[config.mk]
export PLATFORM = sky130hd
export DESIGN_NAME = serial_receiver_parity_flat
export DESIGN_NICKNAME = d
export VERILOG_FILES = /design/src/rtl/serial_receiver_parity_if.sv /design/src/rtl/serial_receiver_parity.sv /design/src/flat_wrapper.sv
export SDC_FILE = /design/constraint.sdc
export NUM_CORES = 1
export LEC_CHECK = 0
export CAP_MARGIN = 10
export CORE_UTILIZATION = 54
export CTS_CLUSTER_DIAMETER = 30
export CTS_CLUSTER_SIZE = 14
export DETAILED_ROUTE_END_ITERATION = 7
export PLACE_DENSITY = 0.8
export SLEW_MARGIN = 20
export SYNTH_ARGS = -nofsm -noshare
export SYNTH_HDL_FRONTEND = slang
export SYNTH_SLANG_ARGS = --single-unit
export TNS_END_PERCENT = 10
[constraint.sdc]
create_clock -name clk -period 3.6 [get_ports clk]
set_input_delay 1.08 -clock clk [delete_from_list [all_inputs] [get_ports clk]]
set_output_delay 1.08 -clock clk [all_outputs]
set_load 0.02 [all_outputs]
[src/rtl/serial_receiver_parity_if.sv]
// rtl/serial_receiver_parity_if.sv - serial line in, recovered byte and strobe out
interface serial_receiver_parity_if;
    logic       i_data;
    logic [7:0] out_byte;
    logic       done;

    modport master (
        output i_data,
        input  out_byte,
        input  done
    );

    modport slave (
        input  i_data,
        output out_byte,
        output done
    );
endinterface

[src/rtl/serial_receiver_parity.sv]
// rtl/serial_receiver_parity.sv - one-bit-per-clock 8O1 frame receiver
module serial_receiver_parity (
    input  logic                          clk,
    input  logic                          rst,
    serial_receiver_parity_if.slave       bus
);

    localparam logic [2:0] ST_IDLE   = 3'd0;
    localparam logic [2:0] ST_DATA   = 3'd1;
    localparam logic [2:0] ST_PARITY = 3'd2;
    localparam logic [2:0] ST_STOP   = 3'd3;
    localparam logic [2:0] ST_DONE   = 3'd4;
    localparam logic [2:0] ST_ERR    = 3'd5;

    logic [2:0] state_q, state_d;
    logic [2:0] cnt_q, cnt_d;
    logic       par_q, par_d;
    logic [7:0] byte_q, byte_d;

    always_comb begin
        state_d = state_q;
        cnt_d   = cnt_q;
        par_d   = par_q;
        byte_d  = byte_q;
        case (state_q)
            ST_IDLE: begin
                if (!bus.i_data) begin
                    state_d = ST_DATA;
                    cnt_d   = 3'd0;
                    par_d   = 1'b0;
                end
            end
            ST_DATA: begin
                byte_d  = {bus.i_data, byte_q[7:1]};
                par_d   = par_q ^ bus.i_data;
                cnt_d   = cnt_q + 3'd1;
                if (cnt_q == 3'd7) begin
                    state_d = ST_PARITY;
                end
            end
            ST_PARITY: begin
                par_d   = par_q ^ bus.i_data;
                state_d = ST_STOP;
            end
            ST_STOP: begin
                if (!bus.i_data) begin
                    state_d = ST_ERR;
                end else if (par_q) begin
                    state_d = ST_DONE;
                end else begin
                    state_d = ST_IDLE;
                end
            end
            ST_DONE: begin
                // A low line here is already the next frame's start bit.
                if (!bus.i_data) begin
                    state_d = ST_DATA;
                    cnt_d   = 3'd0;
                    par_d   = 1'b0;
                end else begin
                    state_d = ST_IDLE;
                end
            end
            ST_ERR: begin
                if (bus.i_data) begin
                    state_d = ST_IDLE;
                end
            end
            default: begin
                state_d = ST_IDLE;
            end
        endcase
    end

    always_ff @(posedge clk or negedge rst) begin
        if (!rst) begin
            state_q <= ST_IDLE;
            cnt_q   <= 3'd0;
            par_q   <= 1'b0;
            byte_q  <= 8'h00;
        end else begin
            state_q <= state_d;
            cnt_q   <= cnt_d;
            par_q   <= par_d;
            byte_q  <= byte_d;
        end
    end

    assign bus.out_byte = byte_q;
    assign bus.done     = (state_q == ST_DONE);

endmodule

[src/flat_wrapper.sv]
// flat-port wrapper written by rule: the top's interface ports become plain ports
module serial_receiver_parity_flat 
  (clk, rst, bus_i_data, bus_out_byte, bus_done);
  serial_receiver_parity_if bus_i ();
  input  logic clk;
  input  logic rst;
  input wire logic [$bits(bus_i.i_data)-1:0] bus_i_data;
  output wire logic [$bits(bus_i.out_byte)-1:0] bus_out_byte;
  output wire logic [$bits(bus_i.done)-1:0] bus_done;
  assign bus_i.i_data = bus_i_data;
  assign bus_out_byte = bus_i.out_byte;
  assign bus_done = bus_i.done;
  serial_receiver_parity u_core (.clk(clk), .rst(rst), .bus(bus_i));
endmodule
---- Word-level counts from Yosys, hierarchy flattened ----
Index checks and enable logic that the tools add are counted.
cells by class
  add/sub/neg operators ................... 1
  equal/unequal tests ..................... 10
  mux-type cells .......................... 11
  bitwise operators ....................... 1
  reduce and logical (&&, ||, !) cells .... 8
operators with widths
  operator                                                count
  two-way mux 3 bit                                       6
  case mux 3 bit (6 select lines)                         1
  equality test 3 bit (second input constant)             3
  equality test 3 x 2 -> 1 bit (second input constant)    2
  inequality test 2 bit (second input constant)           3
  case mux 3 bit (2 select lines)                         1
  AND reduction 2 bit                                     2
  nonzero test 2 bit                                      2
  OR reduction 2 bit                                      2
  adder 3 x 1 -> 3 bit (second input constant)            1
  equality test 3 x 1 -> 1 bit (second input constant)    1
  logical NOT 3 bit                                       1
  AND reduction 3 bit                                     1
  two-way mux 1 bit                                       2
  inequality test 2 x 1 -> 1 bit (second input constant)  1
  case mux 1 bit (2 select lines)                         1
  XOR 1 bit                                               1
storage, ports and cells
  register bits ........................... 15
  input bits .............................. 3
  output and inout bits ................... 9
  logic and storage cells ................. 35

---- Longest topological paths before layout ----
Gate-level depths: netlist (run 1).
  depth in word-level cells ............... 4
  depth in mapped cells ................... 5
  mapped depth without buffers ............ 5

---- Worst setup path before layout (run 1) ----
No wires, ideal clock.
  path type ............................... register to output
  start point ............................. register u_core.state_q[1]
  end point ............................... output port bus_done
  arrival time ............................ 1003 ps
  required time ........................... 2520 ps
  setup slack ............................. 1517 ps
  stages on the path, launching flop included .. 4
  path buffers ............................ 1
  path through ............................ dfrtp_1 -> buf_2 -> nand2b_1 -> nor2_1
on the way
  longest elaborated chain between the ends .. 1
RTL lines
  item                    RTL line                      RTL
  start, declared         serial_receiver_parity.sv:15  logic [2:0] state_q, state_d;
  start signal, assigned  serial_receiver_parity.sv:82  state_q <= state_d;
  equality test 3 bit     serial_receiver_parity.sv:90  assign bus.done = (state_q == ST_DONE);
  end, declared           flat_wrapper.sv:9             output wire logic [$bits(bus_i.done)-1:0] bus_done;
Every way passes these cells.

---- Final worst setup path (run 1) ----
Same ends and word-level chain as after synthesis.

==> out/metrics.csv, run 1 <==
metric,value,unit
outcome,finished clean,
Routed Antenna Nets,0,
largest area contributor in the netlist,dfrtp_1,
Max-cap violations,0,
post-cts resize count,0,
Mapped Cells,58,
Port Buffers,11,
Root Buffer,clkbuf_4,
Final Util,67.7,%
CTS buffer count,3,
Hold Path Class,flop to flop,
Post-Syn Area,767,um2
overall routing resource usage,20.6,%
"CTS clk-pin slew, worst paths",0.10,ns
final wirelength,1340,um
Synth Warn #,0,
share of layout cells above drive strength 1,21.7,%
Initial Utilization,58.2,%
Max Clock Freq,0.355,GHz
clk buf depth,2,
"Avg Cell Area, Syn",13.2,um2
clk sinks,15,
RSZ-0062 raised after global routing,false,
setup TNS after final layout,0,ns
Crit Reg-Reg Startpoint,u_core.state_q[1]$_DFFE_PN0P_,
Worst Path Required,2.52,ns
Chip Width,39.7,um
Final setup viols,0,
clock latency on the worst-skew pair,0.28,ns
Setup crit end kind,output port,
largest cells by area after synthesis,"dfrtp_1, mux2_4, a22o_1",
Final Critical Period,2.81,ns
core area,1320,um2
# diodes,0,
initial DRC count,9,
H-tree depth reported by CTS,1,
Tot Pwr,0.957,mW
"Slew Viols, Final",0,
final hold vios,0,
setup repair bufs after CTS,0,
Arrival @ worst endpoint,1.73,ns
most common library cell in the layout ignoring fill and taps,dfrtp_1,
period utilization,78.1,%
Area Overhead vs Synth,16.3,%
DP HPWL,948,um
Post-Route Skew,0.00539,ns
Row Count,13,
DR DRC count,0,
Tightest Pin Transition,0.665,ns
post-synthesis register bit count,15,
first-pass GRT wire length,2090,um
wire per inst,16.0,um
critical path type,flop to output port,
RePlAce Congestion,0.689,
initial antenna violation count,0,
library cells used by synthesis,21,
hold_buf cts,0,
post-synth top area share,48.9,%
static leakage,0.416,nW
Critical Path Fanout Max,12,
Die H,39.7,um
die area,1570,um2
vias in the first global route,467,
pin count of the biggest net entering global routing,16,
drt pass-1 iters,4,
total grt overflow,0,
Power Density,1070,nW/um2
register area share after synthesis,48.9,%
nets,76,
Top Ports,12,
Via Count,481,
most frequent cells in the layout,"dfrtp_1, clkdlybuf4s50_1, mux2_4",
Setup crit start kind,flop,
net count after synthesis,64,
CTS tree,done,
Via density,5.73,
Slew headroom,55.5,%
CP Launch Point,u_core.state_q[1]$_DFFE_PN0P_,
worst vdd ir,0.000631,V
Hold WS,0.535,ns
Fillers,95,
hold path start,u_core.bus.out_byte[0]$_DFFE_PN0P_,
==> power breakdown <==
group	total, mW	switching [mW]	internal, mW
logic	0.514	0.200	0.314
clock network	0.0972	0.0560	0.0412
registers	0.346	0.0929	0.253
total	0.957	0.349	0.609
==> stage by stage <==
step                      cell area [um2]  worst slack [ns]  instances
after global routing                  892             0.710         84
after global placement                865              1.11         80
final                                 892             0.787         84
after CTS                             892             0.768         84
after detailed placement              865              1.08         80
after floorplan                       767              1.52         58
==> routing by layer <==
layer	share of wire [%]	GRT usage [%]	up-vias
met3	3.4	5.11	2
met1	46	26.1	235
met4	0.75	7.76	0
met5	0	0	-
li1	-	-	231
met2	49	33.2	13
==> flip-flops by register name (all words and copies together) (netlist names) <==
| signal | count |
|---|---|
| u_core.state_q | 3 |
| u_core.bus.out_byte | 8 |
| u_core.cnt_q | 3 |
| u_core.par_q | 1 |
==> cells by family (layout without fill, tap and decap cells) <==
family,Yosys count,count (layout),share of synthesized area [%]
flip-flops,15,15,48.9
adder cells (fa/ha/maj),3,3,4.89
multiplexers,10,10,18.4
buffers and inverters,5,16,4.57
AND/OR/NAND/NOR,12,12,10.4
AO/OA/AOI/OAI,13,13,12.7
==> critical path, stage by stage, from the launching register on <==
cell	delay [ns]
dfrtp_1	0.52
nand2b_1	0.22
nor2_1	0.10
clkdlybuf4s50_1	0.61
==> path summary, 6_finish.rpt <==
path	cells after the start	slack [ns]	end
setup / recovery	3	0.79	bus_done
hold / removal	1	0.54	u_core.bus.out_byte[0]$_DFFE_PN0P_
setup reg to reg	3	2.18	u_core.bus.out_byte[4]$_DFFE_PN0P_
hold reg to reg	1	0.54	u_core.bus.out_byte[0]$_DFFE_PN0P_
max in group asynchronous	1	1.98	u_core.bus.out_byte[7]$_DFFE_PN0P_
min in group asynchronous	1	1.19	u_core.bus.out_byte[2]$_DFFE_PN0P_
==> final cells by class <==
type,count,area [um2],area share [%]
Clock buffer,3,22.5,2.52
Clock inverter,1,5.00,0.561
Inverter,1,3.75,0.421
Multi-Input combinational cell,38,357,40.0
Sequential cell,15,375,42.1
Tap cell,15,18.8,2.10
Timing Repair Buffer,11,110,12.3
==> cells in the mapped netlist <==
library cell	instances
a22o_1	6
ha_1	3
a221oi_1	2
mux2_4	8
o21ai_0	2
dfrtp_1	15
nand2b_1	5
nor2_1	2
nor2b_1	1
clkbuf_1	1
mux2i_1	1
buf_6	2
buf_2	1
nand3b_1	1
nor2_4	1
o21a_1	1
a21oi_1	2
inv_1	1
nor3b_1	1
and2_4	1
mux2_2	1
Note: power is estimated with default switching activity, not from simulation.
==> run 2: changes to the inputs <==
Settings changed: CORE_UTILIZATION 54 to 45, PLACE_DENSITY 0.8 to 0.71.
Clock period 3.6 ns to 2.5 ns, I/O delays scaled along.
==> out/metrics.csv, run 2 (synthesized netlist as in run 1, its figures left out) <==
metric,value,unit,change
Tightest Pin Transition,0.652,ns,was 0.665 ns
total grt overflow,0,,unchanged
Root Buffer,clkbuf_4,,unchanged
initial DRC count,9,,unchanged
# diodes,0,,unchanged
nets,78,,was 76
RePlAce Congestion,0.707,,was 0.689
Crit-path slowest cell,clkdlybuf4s50_1,,unchanged
post-cts resize count,0,,unchanged
Slew headroom,56.4,%,was 55.5%
Row Count,14,,was 13
Power Density,1510,nW/um2,was 1070 nW/um2
clk buf depth,2,,unchanged
DR DRC count,0,,unchanged
pin count of the biggest net entering global routing,16,,unchanged
clock latency on the worst-skew pair,0.27,ns,was 0.28 ns
Chip Width,43.3,um,was 39.7 um
Fillers,137,,was 95
Cells after DPL,83,,was 80
core area,1540,um2,was 1320 um2
period utilization,92.7,%,
wire per inst,14.1,um,was 16.0 um
critical path cell sequence,"nand2b_1, nor2_1, clkdlybuf4s50_1",,unchanged
Max-cap violations,0,,unchanged
Top Ports,12,,unchanged
drt pass-1 iters,4,,unchanged
Setup crit start kind,flop,,unchanged
share of layout cells above drive strength 1,23.9,%,was 21.7%
CTS buffer count,3,,unchanged
CTS tree,done,,unchanged
Die H,43.3,um,was 39.7 um
final hold vios,0,,unchanged
CP peak stage delay,0.61,ns,about the same
most frequent cells in the layout,"dfrtp_1, clkdlybuf4s50_1, mux2_4",,unchanged
RSZ-0062 raised after global routing,false,,unchanged
Post-Layout Cell Count,87,,was 84
outcome,finished clean,,unchanged
"Slew Viols, Final",0,,unchanged
vias in the first global route,460,,was 467
die area,1870,um2,was 1570 um2
Worst Path Required,1.75,ns,was 2.52 ns
Routed Antenna Nets,0,,unchanged
setup TNS after final layout,0,ns,unchanged
Port Buffers,11,,unchanged
hold_buf cts,0,,unchanged
Max Clock Freq,0.432,GHz,
"CTS clk-pin slew, worst paths",0.08,ns,was 0.10 ns
first-pass GRT wire length,2100,um,was 2090 um
Largest register FFs,8,,unchanged
Tot Pwr,1.38,mW,was 0.957 mW
Post-Route Skew,0.000820,ns,was 0.00539 ns
Initial Utilization,49.8,%,was 58.2%
clk sinks,15,,unchanged
Hold Path Class,flop to flop,,unchanged
Setup crit end kind,output port,,unchanged
critical path type,flop to output port,,unchanged
setup repair bufs after CTS,0,,unchanged
Arrival @ worst endpoint,1.57,ns,was 1.73 ns
DP HPWL,857,um,was 948 um
H-tree depth reported by CTS,1,,unchanged
worst vdd ir,0.000656,V,was 0.000631 V
Final Critical Period,2.32,ns,
overall routing resource usage,16.1,%,was 20.6%
Critical Path Fanout Max,10,,was 12
initial antenna violation count,0,,unchanged
Area Overhead vs Synth,18.4,%,was 16.3%
final wirelength,1230,um,was 1340 um
Via Count,479,,was 481
Final setup viols,0,,unchanged
most common library cell in the layout ignoring fill and taps,dfrtp_1,,unchanged
static leakage,0.422,nW,was 0.416 nW
Via density,5.51,,was 5.73
[run 2: cell count changes in the layout (fill, tap and decap cells not counted)]
cell      change
dfrtp_1       -1
clkbuf_1      +1
clkinv_2      -1
buf_4         +2
dfrtp_2       +1
[run 2: metal layers]
metal	GRT usage [%]	routed length [um]	vias to the layer above
met4	9.09	0	0
met5	0	0	-
met1	21.2	608	232
li1	-	-	234
met3	5.11	51	0
met2	23.0	572	13
[run 2: area by class of cell]
type / instances / area, um2 / share of cell area (%)
Tap cell: 16 / 20.0 / 2.20
Multi-Input combinational cell: 38 / 357 / 39.3
Inverter: 1 / 3.75 / 0.413
Clock buffer: 4 / 26.3 / 2.89
Timing Repair Buffer: 13 / 125 / 13.8
Sequential cell: 15 / 377 / 41.5
[run 2: worst max-delay path: cells and delay by family (launching register included)]
family	cells	cell delay (ns)
buffers and inverters	1	0.61
DFF	1	0.49
and+or+nand+nor	2	0.20
[run 2: final timing paths]
check	from	to	slack (ns)	depth (start not counted)
max in group asynchronous	rst	u_core.state_q[2]$_DFFE_PN0P_	1.18	1
worst max register to register	u_core.state_q[1]$_DFFE_PN0P_	u_core.bus.out_byte[6]$_DFFE_PN0P_	1.10	4
min in group asynchronous	rst	u_core.bus.out_byte[5]$_DFFE_PN0P_	0.87	1
worst max-delay path	u_core.state_q[2]$_DFFE_PN0P_	bus_done	0.18	3
worst min register to register	u_core.bus.out_byte[0]$_DFFE_PN0P_	u_core.bus.out_byte[0]$_DFFE_PN0P_	0.51	1
worst min-delay path	u_core.bus.out_byte[0]$_DFFE_PN0P_	u_core.bus.out_byte[0]$_DFFE_PN0P_	0.51	1
[run 2: per-stage QoR]
| stage | instance area [um2] | worst slack (ns) | utilization [%] | hold WS (ns) |
|---|---|---|---|---|
| 4_1_cts | 907 | 0.0376 | 58.8 | 0.525 |
| 3_5_place_dp | 881 | 0.304 | 57.1 | 0.505 |
| 3_3_place_gp | 881 | 0.349 | 57.1 | 0.499 |
| 5_1_grt | 908 | 0.0771 | 58.9 | 0.537 |
| 6_report | 908 | 0.183 | 58.9 | 0.515 |
| 2_1_floorplan | 767 | 0.747 | - | 0.454 |
[run 2: report_power, final]
part	total, mW	internal, mW	switching, mW
Clock	0.134	0.0618	0.0722
Sequential	0.469	0.367	0.102
Combinational	0.773	0.463	0.310
Total	1.38	0.891	0.484
==> run 3: changes to the inputs <==
Settings changed: SKIP_CTS_REPAIR_TIMING set to 1.
==> results of run 3 <==
Final layout, timing and power as in run 2 (identical DEF).
